File: config.mk
export PLATFORM = sky130hd
export DESIGN_NAME = rom_sequencer
export DESIGN_NICKNAME = d
export VERILOG_FILES = /design/src/rtl/rom_sequencer.sv
export SDC_FILE = /design/constraint.sdc
export NUM_CORES = 1
export LEC_CHECK = 0
export CORE_MARGIN = 2
export CORE_UTILIZATION = 54
export DETAILED_ROUTE_END_ITERATION = 6
export MAX_ROUTING_LAYER = met4
export PLACE_DENSITY_LB_ADDON = 0.2
export RECOVER_POWER = 100
export SYNTH_ARGS = -nofsm -noshare
export SYNTH_HDL_FRONTEND = slang
export SYNTH_SLANG_ARGS = --single-unit
File: constraint.sdc
create_clock -name Clk -period 2.6 [get_ports Clk]
set_input_delay 0.26 -clock Clk [delete_from_list [all_inputs] [get_ports Clk]]
set_output_delay 0.26 -clock Clk [all_outputs]
set_load 0.005 [all_outputs]
File: src/rtl/rom_sequencer.sv
// Address sequencer for a synchronous ROM: walks a programmable window with a fixed step,
// single-pass or looping, and tags each returned word with a latency-compensated Valid strobe.
module rom_sequencer #(
    parameter int unsigned AW     = 8,
    parameter int unsigned DW     = 8,
    parameter int unsigned STEP   = 1,
    parameter int unsigned RD_LAT = 1
) (
    input  logic          Clk,
    input  logic          Reset,
    input  logic          Start,
    input  logic          Mode,
    input  logic          Hold,
    input  logic          Stop,
    input  logic [AW-1:0] StartAddr,
    input  logic [AW-1:0] EndAddr,
    output logic [AW-1:0] Addr,
    input  logic [DW-1:0] RdData,
    output logic [DW-1:0] X,
    output logic          Valid,
    output logic          Busy,
    output logic          Done
);

    localparam logic [1:0] IDLE  = 2'd0;
    localparam logic [1:0] RUN   = 2'd1;
    localparam logic [1:0] DRAIN = 2'd2;
    localparam logic [1:0] DONE  = 2'd3;

    // One extra bit so a full 2^AW window (STEP=1, End=Start-1) fits the count.
    localparam int unsigned CW     = AW + 1;
    localparam logic [AW-1:0] STEP_V = AW'(STEP);

    logic [1:0]        r_state;
    logic [AW-1:0]     r_addr;
    logic [AW-1:0]     r_start;
    logic [CW-1:0]     r_len;
    logic [CW-1:0]     r_rem;
    logic              r_mode;
    logic [RD_LAT-1:0] r_pipe;
    logic [DW-1:0]     r_x;
    logic              r_valid;

    logic [1:0]        w_state_nxt;
    logic [AW-1:0]     w_addr_nxt;
    logic [CW-1:0]     w_rem_nxt;
    logic [AW-1:0]     w_span;
    logic [CW-1:0]     w_len;
    logic              w_issue;
    logic              w_tok_out;

    assign w_span    = EndAddr - StartAddr;
    assign w_len     = {1'b0, w_span / STEP_V} + CW'(1);
    assign w_issue   = (r_state == RUN) && !Hold && !Stop;
    assign w_tok_out = r_pipe[RD_LAT-1];

    always_comb begin
        w_state_nxt = r_state;
        w_addr_nxt  = r_addr;
        w_rem_nxt   = r_rem;
        case (r_state)
            IDLE: begin
                if (Start) begin
                    w_state_nxt = RUN;
                    w_addr_nxt  = StartAddr;
                    w_rem_nxt   = w_len;
                end
            end
            RUN: begin
                if (Stop) begin
                    w_state_nxt = DRAIN;
                end else if (!Hold) begin
                    if (r_rem > CW'(1)) begin
                        w_addr_nxt = r_addr + STEP_V;
                        w_rem_nxt  = r_rem - CW'(1);
                    end else if (r_mode) begin
                        // Loop reload happens on the last issue itself, so no bubble.
                        w_addr_nxt = r_start;
                        w_rem_nxt  = r_len;
                    end else begin
                        w_state_nxt = DRAIN;
                    end
                end
            end
            DRAIN: begin
                if (r_pipe == '0) begin
                    w_state_nxt = DONE;
                end
            end
            DONE: begin
                w_state_nxt = IDLE;
            end
            default: begin
                w_state_nxt = IDLE;
            end
        endcase
    end

    always_ff @(posedge Clk or negedge Reset) begin
        if (!Reset) begin
            r_state <= IDLE;
            r_addr  <= '0;
            r_start <= '0;
            r_len   <= '0;
            r_rem   <= '0;
            r_mode  <= 1'b0;
            r_pipe  <= '0;
            r_x     <= '0;
            r_valid <= 1'b0;
        end else begin
            r_state <= w_state_nxt;
            r_addr  <= w_addr_nxt;
            r_rem   <= w_rem_nxt;
            if (r_state == IDLE && Start) begin
                r_start <= StartAddr;
                r_len   <= w_len;
                r_mode  <= Mode;
            end
            r_pipe  <= (r_pipe << 1) | RD_LAT'(w_issue);
            r_valid <= w_tok_out;
            if (w_tok_out) begin
                r_x <= RdData;
            end
        end
    end

    assign Addr  = r_addr;
    assign X     = r_x;
    assign Valid = r_valid;
    assign Busy  = (r_state != IDLE);
    assign Done  = (r_state == DONE);

endmodule
Yosys cells after proc, flatten, opt, wreduce, memory -nomap -nowiden --
Index checks and enable logic that the tools add are counted.
Storage, ports and cells: register bits after elaboration 47
Operators by class: mux-type cells 19, reductions and logical operators 10, equality and inequality tests 11, magnitude comparators 1, add/sub/neg operators 4
Operators by type and width (count):
- 2-to-1 mux 9 bit | 5
- 2-to-1 mux 8 bit | 5
- case mux 9 bit (2 select lines) | 1
- case mux 8 bit (2 select lines) | 1
- 2-to-1 mux 2 bit | 6
- AND reduction 5 bit | 2
- adder 8 x 1 -> 9 bit (second input constant) | 1
- greater-than comparator 9 x 1 -> 1 bit (second input constant) | 1
- != test 3 bit (second input constant) | 3
- subtractor 9 x 1 -> 9 bit (second input constant) | 1
- adder 8 x 1 -> 8 bit (second input constant) | 1
- != test 2 bit (second input constant) | 4
- case mux 2 bit (4 select lines) | 1
- subtractor 8 bit | 1
- equality test 2 bit (second input constant) | 2
- nonzero test 2 bit | 2
- logical AND 1 bit | 3
- != test 3 x 2 -> 1 bit (second input constant) | 1
- equality test 2 x 1 -> 1 bit (second input constant) | 1
- zero test 1 bit | 2
- zero test 2 bit | 1

Logic depth before layout (Yosys ltp) --
word-level depth 5, gate-level depth with buffers 10

Least setup slack after synthesis --
Ideal clock, no wire load.
path type input -> register, start input port EndAddr[0], end register r_rem[8], setup time 0.077 ns, required time 2.523 ns, path slack 0.374 ns, stages on the path 10, arrival time 2.149 ns, cells stage by stage inv_1 ha_1 inv_1 fa_1 a211oi_1 o21bai_1 a21oi_1 xnor2_1 or3b_1 o21ai_1
Between the ends: cells in the longest elaborated chain, start to end 4
RTL lines:
- from (decl) | RTL line 16 | input logic [AW-1:0] EndAddr,
- subtractor 8 bit | RTL line 52 | assign w_span = EndAddr - StartAddr;
- adder 8 x 1 -> 9 bit | RTL line 53 | assign w_len = {1'b0, w_span / STEP_V} + CW'(1);
- 2-to-1 mux 9 bit | RTL line 63 | if (Start) begin
- case mux 9 bit (2 select lines) | RTL line 61 | case (r_state)
- to (signal assigned) | RTL line 113 | r_rem <= w_rem_nxt;
- to (decl) | RTL line 38 | logic [CW-1:0] r_rem;
No other way between the ends. The select of a mux whose other input is x is not followed. A chain may end at the register's enable or synchronous reset.

Worst setup path in the final report --
start input port StartAddr[0], end register r_len[7]
Between the ends: cells in the longest elaborated chain, start to end 2
RTL lines:
- from (decl) | RTL line 15 | input logic [AW-1:0] StartAddr,
- subtractor 8 bit | RTL line 52
- adder 8 x 1 -> 9 bit | RTL line 53
- to (signal assigned) | RTL line 116 | r_len <= w_len;
- to (decl) | RTL line 37 | logic [CW-1:0] r_len;
No other way between the ends.

==> tab_implementation.tex <==
\begin{tabular}{lr}
\hline
Metric & Value \\
\hline
\multicolumn{2}{l}{\textbf{Outcome}} \\
\quad Result of the run & complete, no violations \\
\multicolumn{2}{l}{\textbf{Critical path}} \\
\quad Worst R2R Path Depth & 8 \\
\quad Arrival time at the worst endpoint & 2.67 ns \\
\quad Crit end category & flip-flop \\
\quad Worst r2r dst & Addr[0]\$\_DFFE\_PN0P\_ \\
\quad Maximum fanout along the worst path & 4 \\
\quad Launching instance or port of the critical path & StartAddr[0] \\
\quad Required @ worst endpoint & 2.79 ns \\
\quad Launch instance of the worst register-to-register path & r\_state[0]\$\_DFFE\_PN0P\_ \\
\quad Start-to-end type of the worst setup path & in -> reg \\
\quad Critical Path Start Type & primary input \\
\quad Worst setup path endpoint & r\_len[7]\$\_DFFE\_PN0P\_ \\
\quad FF-to-FF setup slack & $\sim$0.33 ns \\
\multicolumn{2}{l}{\textbf{Synth}} \\
\quad Portion of netlist area occupied by mux cells & 8.63\% \\
\quad Yosys top cell area share & 39.6\% \\
\quad Instance count of the mapped netlist & between 300 and 400 \\
\quad Total of warnings raised by yosys & 0 \\
\quad Number of storage elements in the synthesis netlist & 47 \\
\quad Netlist area before placement & 0.00297 mm² \\
\quad Share of synthesized cell area in and, or, nand and nor gates & 18.1\% \\
\quad Net count of the mapped netlist & 359 \\
\quad Number of enable-type register cells in the synthesized netlist & 0 \\
\quad Seq/Total Area, Yosys & roughly two fifths \\
\quad Compound-cell area share of the yosys netlist & 17.0\% \\
\quad Top cells by instance count after synthesis & dfrtp\_1 (47), nand2\_1 (38), o21ai\_0 (22) \\
\quad Commonest register cell after synthesis & dfrtp\_1 \\
\quad Number of distinct standard cells referenced by the synthesized netlist & 54 \\
\quad Area share of xor/xnor cells in the synthesized design & 5.60\% \\
\quad Share of flip-flops with an asynchronous set or reset & between 90\% and 100\% \\
\quad Arithmetic-cell share of the synthesized area counting full adders, half adders and majority gates & 7.41\% \\
\quad Dominant combinational cell family by area after synthesis & simple AND/OR/NAND/NOR gates \\
\quad Synthesized area divided by synthesized cell count & 9.52 µm² \\
\quad Most used standard cell by instance count after synthesis & dfrtp\_1 \\
\quad Yosys top cell by area & dfrtp\_1 \\
\quad Area contributors post-synth & dfrtp\_1 (40\%), ha\_1 (6.7\%), mux2\_2 (4.9\%) \\
\multicolumn{2}{l}{\textbf{Layout}} \\
\quad Growth of design area from synthesis to finish & 26.3\% \\
\quad Layout cells sized above 1 & 11.7\% \\
\quad Antenna diode count & 0 \\
\quad Net count reported at finish & 421 \\
\multicolumn{2}{l}{\textbf{CTS}} \\
\quad Clock Path Buffers & 2 \\
\quad Worst skew pair latency & 0.30 ns \\
\quad H-tree Lvls & 2 \\
\quad Clock sink count & 47 \\
\quad TritonCTS clock tree & done \\
\quad Reg clk slew, reported paths & 0.09 ns \\
\quad Number of clock buffers inserted by TritonCTS & 5 \\
\quad Cell at the root of the clock tree & clkbuf\_8 \\
\multicolumn{2}{l}{\textbf{Power}} \\
\quad Total power divided by cell area & slightly above 1000 mW/mm² \\
\quad Leakage power figure & 1.64 nW \\
\quad Total Power & around 3.8 mW \\
\quad Worst-case vdd ir drop & between 0.4 and 0.5 mV \\
\multicolumn{2}{l}{\textbf{Floorplan}} \\
\quad I/O pins & 49 \\
\quad Standard-cell row count & 27 \\
\quad Initial core utilization & 55.0\% \\
\quad Die Wd & 78.2 µm \\
\quad Core region area & roughly 0.0054 mm² \\
\quad Die extent in y & 78.2 µm \\
\quad Die Outline Area & 0.00611 mm² \\
\multicolumn{2}{l}{\textbf{Timing}} \\
\quad Final Cycle Share & 95.3\% \\
\quad Setup clock skew after layout & between 0.005 and 0.006 ns \\
\quad Worst Tran Pin Value & 1.08 ns \\
\quad Final setup violating endpoints & 0 \\
\quad Setup repair after global routing missed its margin & no \\
\quad Total negative slack for setup checks & 0 ns \\
\quad Max Clk Rate & about 0.40 GHz \\
\quad Normalized max-slew margin & 28.0\% \\
\quad Final count of hold timing violations & 0 \\
\quad Final max-slew violation count & 0 \\
\quad Hold\_ws & 0.460 ns \\
\quad Post-route minimum period & 2.48 ns \\
\multicolumn{2}{l}{\textbf{Route}} \\
\quad Drt total wl & 6670 µm \\
\quad Starting DRT DRC Count & 182 \\
\quad Drt drc & 0 \\
\quad Antenna Violating Nets Remaining & 0 \\
\quad Number of vias after detailed routing & 2528 \\
\quad Pre-Repair DR Iteration Count & 4 \\
\quad Via density & between 5 and 6 \\
\quad Routed length per instance & 14.9 µm \\
\multicolumn{2}{l}{\textbf{Global route}} \\
\quad Via count of the first global-routing pass & 2411 \\
\quad Antenna violations before repair & 0 \\
\quad Largest net degree at the start of global routing & 30 \\
\quad Global route overflow & 0 \\
\quad Global-route wire length before repair & 11300 µm \\
\quad Total global-route track usage & 23.8\% \\
\multicolumn{2}{l}{\textbf{Placement}} \\
\quad Count of input and output buffers & 48 \\
\quad Detail Placement HPWL & 4930 µm \\
\quad Global placement routability congestion & 0.835 \\
\multicolumn{2}{l}{\textbf{Worst hold path}} \\
\quad Min-delay worst type & in -> async \\
\multicolumn{2}{l}{\textbf{Run}} \\
\quad Maximum Capacitance Violations & 0 \\
\hline
\end{tabular}
==> flip-flops by register name, indices dropped and copies added, names as in the netlist <==
register and flops:
Valid 1, Addr 8, r_rem 9, X 8, r_mode 1, r_len 9, r_start 8, r_pipe 1
r_state 2
==> cells in the final DEF (no fill, tap or decap), drive strengths merged, types with 3 or more instances in the layout <==
cell	synthesis	layout
nor3	8	8
mux2i	11	11
nor3b	3	3
a21oi	18	18
xor2	8	8
buf	2	11
o21a	5	5
nor2	18	18
dfrtp	47	47
ha	16	16
mux2	13	13
inv	17	17
nand3	6	6
o211ai	8	8
o21ai	25	25
xnor2	11	11
clkdlybuf4s50	0	28
nor2b	4	4
dlygate4sd3	0	20
and2	3	3
nand2	38	38
and3	3	3
clkbuf	10	14
a21o	3	3
==> critical path, stage by stage <==
cell and delay (ns):
clkdlybuf4s50_1 0.49, ha_1 0.18, inv_1 0.06, fa_1 0.42, xor2_1 0.20, and3_1 0.20, nor3b_2 0.16, and4b_1 0.25
and3_1 0.19, o31a_1 0.26
==> how the worst min path moves through the flow <==
stage / end / slack (ns) / cells past startpoint / startpoint
2_1_floorplan: Addr[0]$_DFFE_PN0P_ / -0.04 / 0 / Reset
5_1_grt: r_start[1]$_DFFE_PN0P_ / 0.51 / 2 / r_start[1]$_DFFE_PN0P_
6_report: Addr[3]$_DFFE_PN0P_ / 0.46 / 2 / Reset
4_1_cts: X[1]$_DFFE_PN0P_ / 0.36 / 2 / Reset
3_3_place_gp: X[1]$_DFFE_PN0P_ / 0.14 / 1 / Reset
3_5_place_dp: X[1]$_DFFE_PN0P_ / 0.15 / 1 / Reset
==> logic make-up (layout without fill, tap and decap cells) <==
family,count (synthesis),count (layout)
and+or+nand+nor,99,99
AOI/OAI and AO/OA,77,77
DFF,47,47
buffers and inverters,29,92
muxes,24,24
xor gates and xnor gates,19,19
adders and majority gates,17,17
==> repair_timing <==
action | CTS | global route
resized for setup | 0 | 1
hold endpoints to repair | 9 | 0
setup buffers | 0 | 1
setup endpoints to repair | 0 | 4
hold buffers | 1 | 0
==> layer usage <==
layer / global-route usage (%) / wire length [µm] / up-vias
li1: - / - / 1224
met1: 31.8 / 3260 / 1234
met2: 37.8 / 3090 / 61
met3: 4.02 / 238 / 9
met4: 6.32 / 78 / 0
met5: - / 0 / -
==> metrics by stage <==
step	cell area, µm²	worst slack (ns)	cells	utilization (%)
6_report	3750	0.121	447	69.4
3_3_place_gp	3620	-0.171	437	66.9
2_1_floorplan	2970	0.374	312	-
4_1_cts	3760	0.100	446	69.6
5_1_grt	3750	0.0121	447	69.4
3_5_place_dp	3620	-0.214	437	66.9
==> layout make-up <==
| type | count | area (µm²) |
|---|---|---|
| multi-input cells | 236 | 1680 |
| clock inverters | 2 | 60.1 |
| inverters | 17 | 63.8 |
| flip-flops and latches | 47 | 1180 |
| repair buffers | 67 | 609 |
| well taps | 72 | 90.1 |
| fillers | 445 | 1650 |
| clock buffers | 6 | 72.6 |
==> power breakdown <==
| part | internal (mW) | leakage [nW] | total, mW | switching, mW |
|---|---|---|---|---|
| combinational | 0.913 | 1.00 | 1.83 | 0.914 |
| clock | 0.384 | 0.0654 | 0.636 | 0.252 |
| sequential | 1.07 | 0.576 | 1.39 | 0.315 |
| total | 2.37 | 1.64 | 3.85 | 1.48 |
Power figures use the tool's default switching activity.
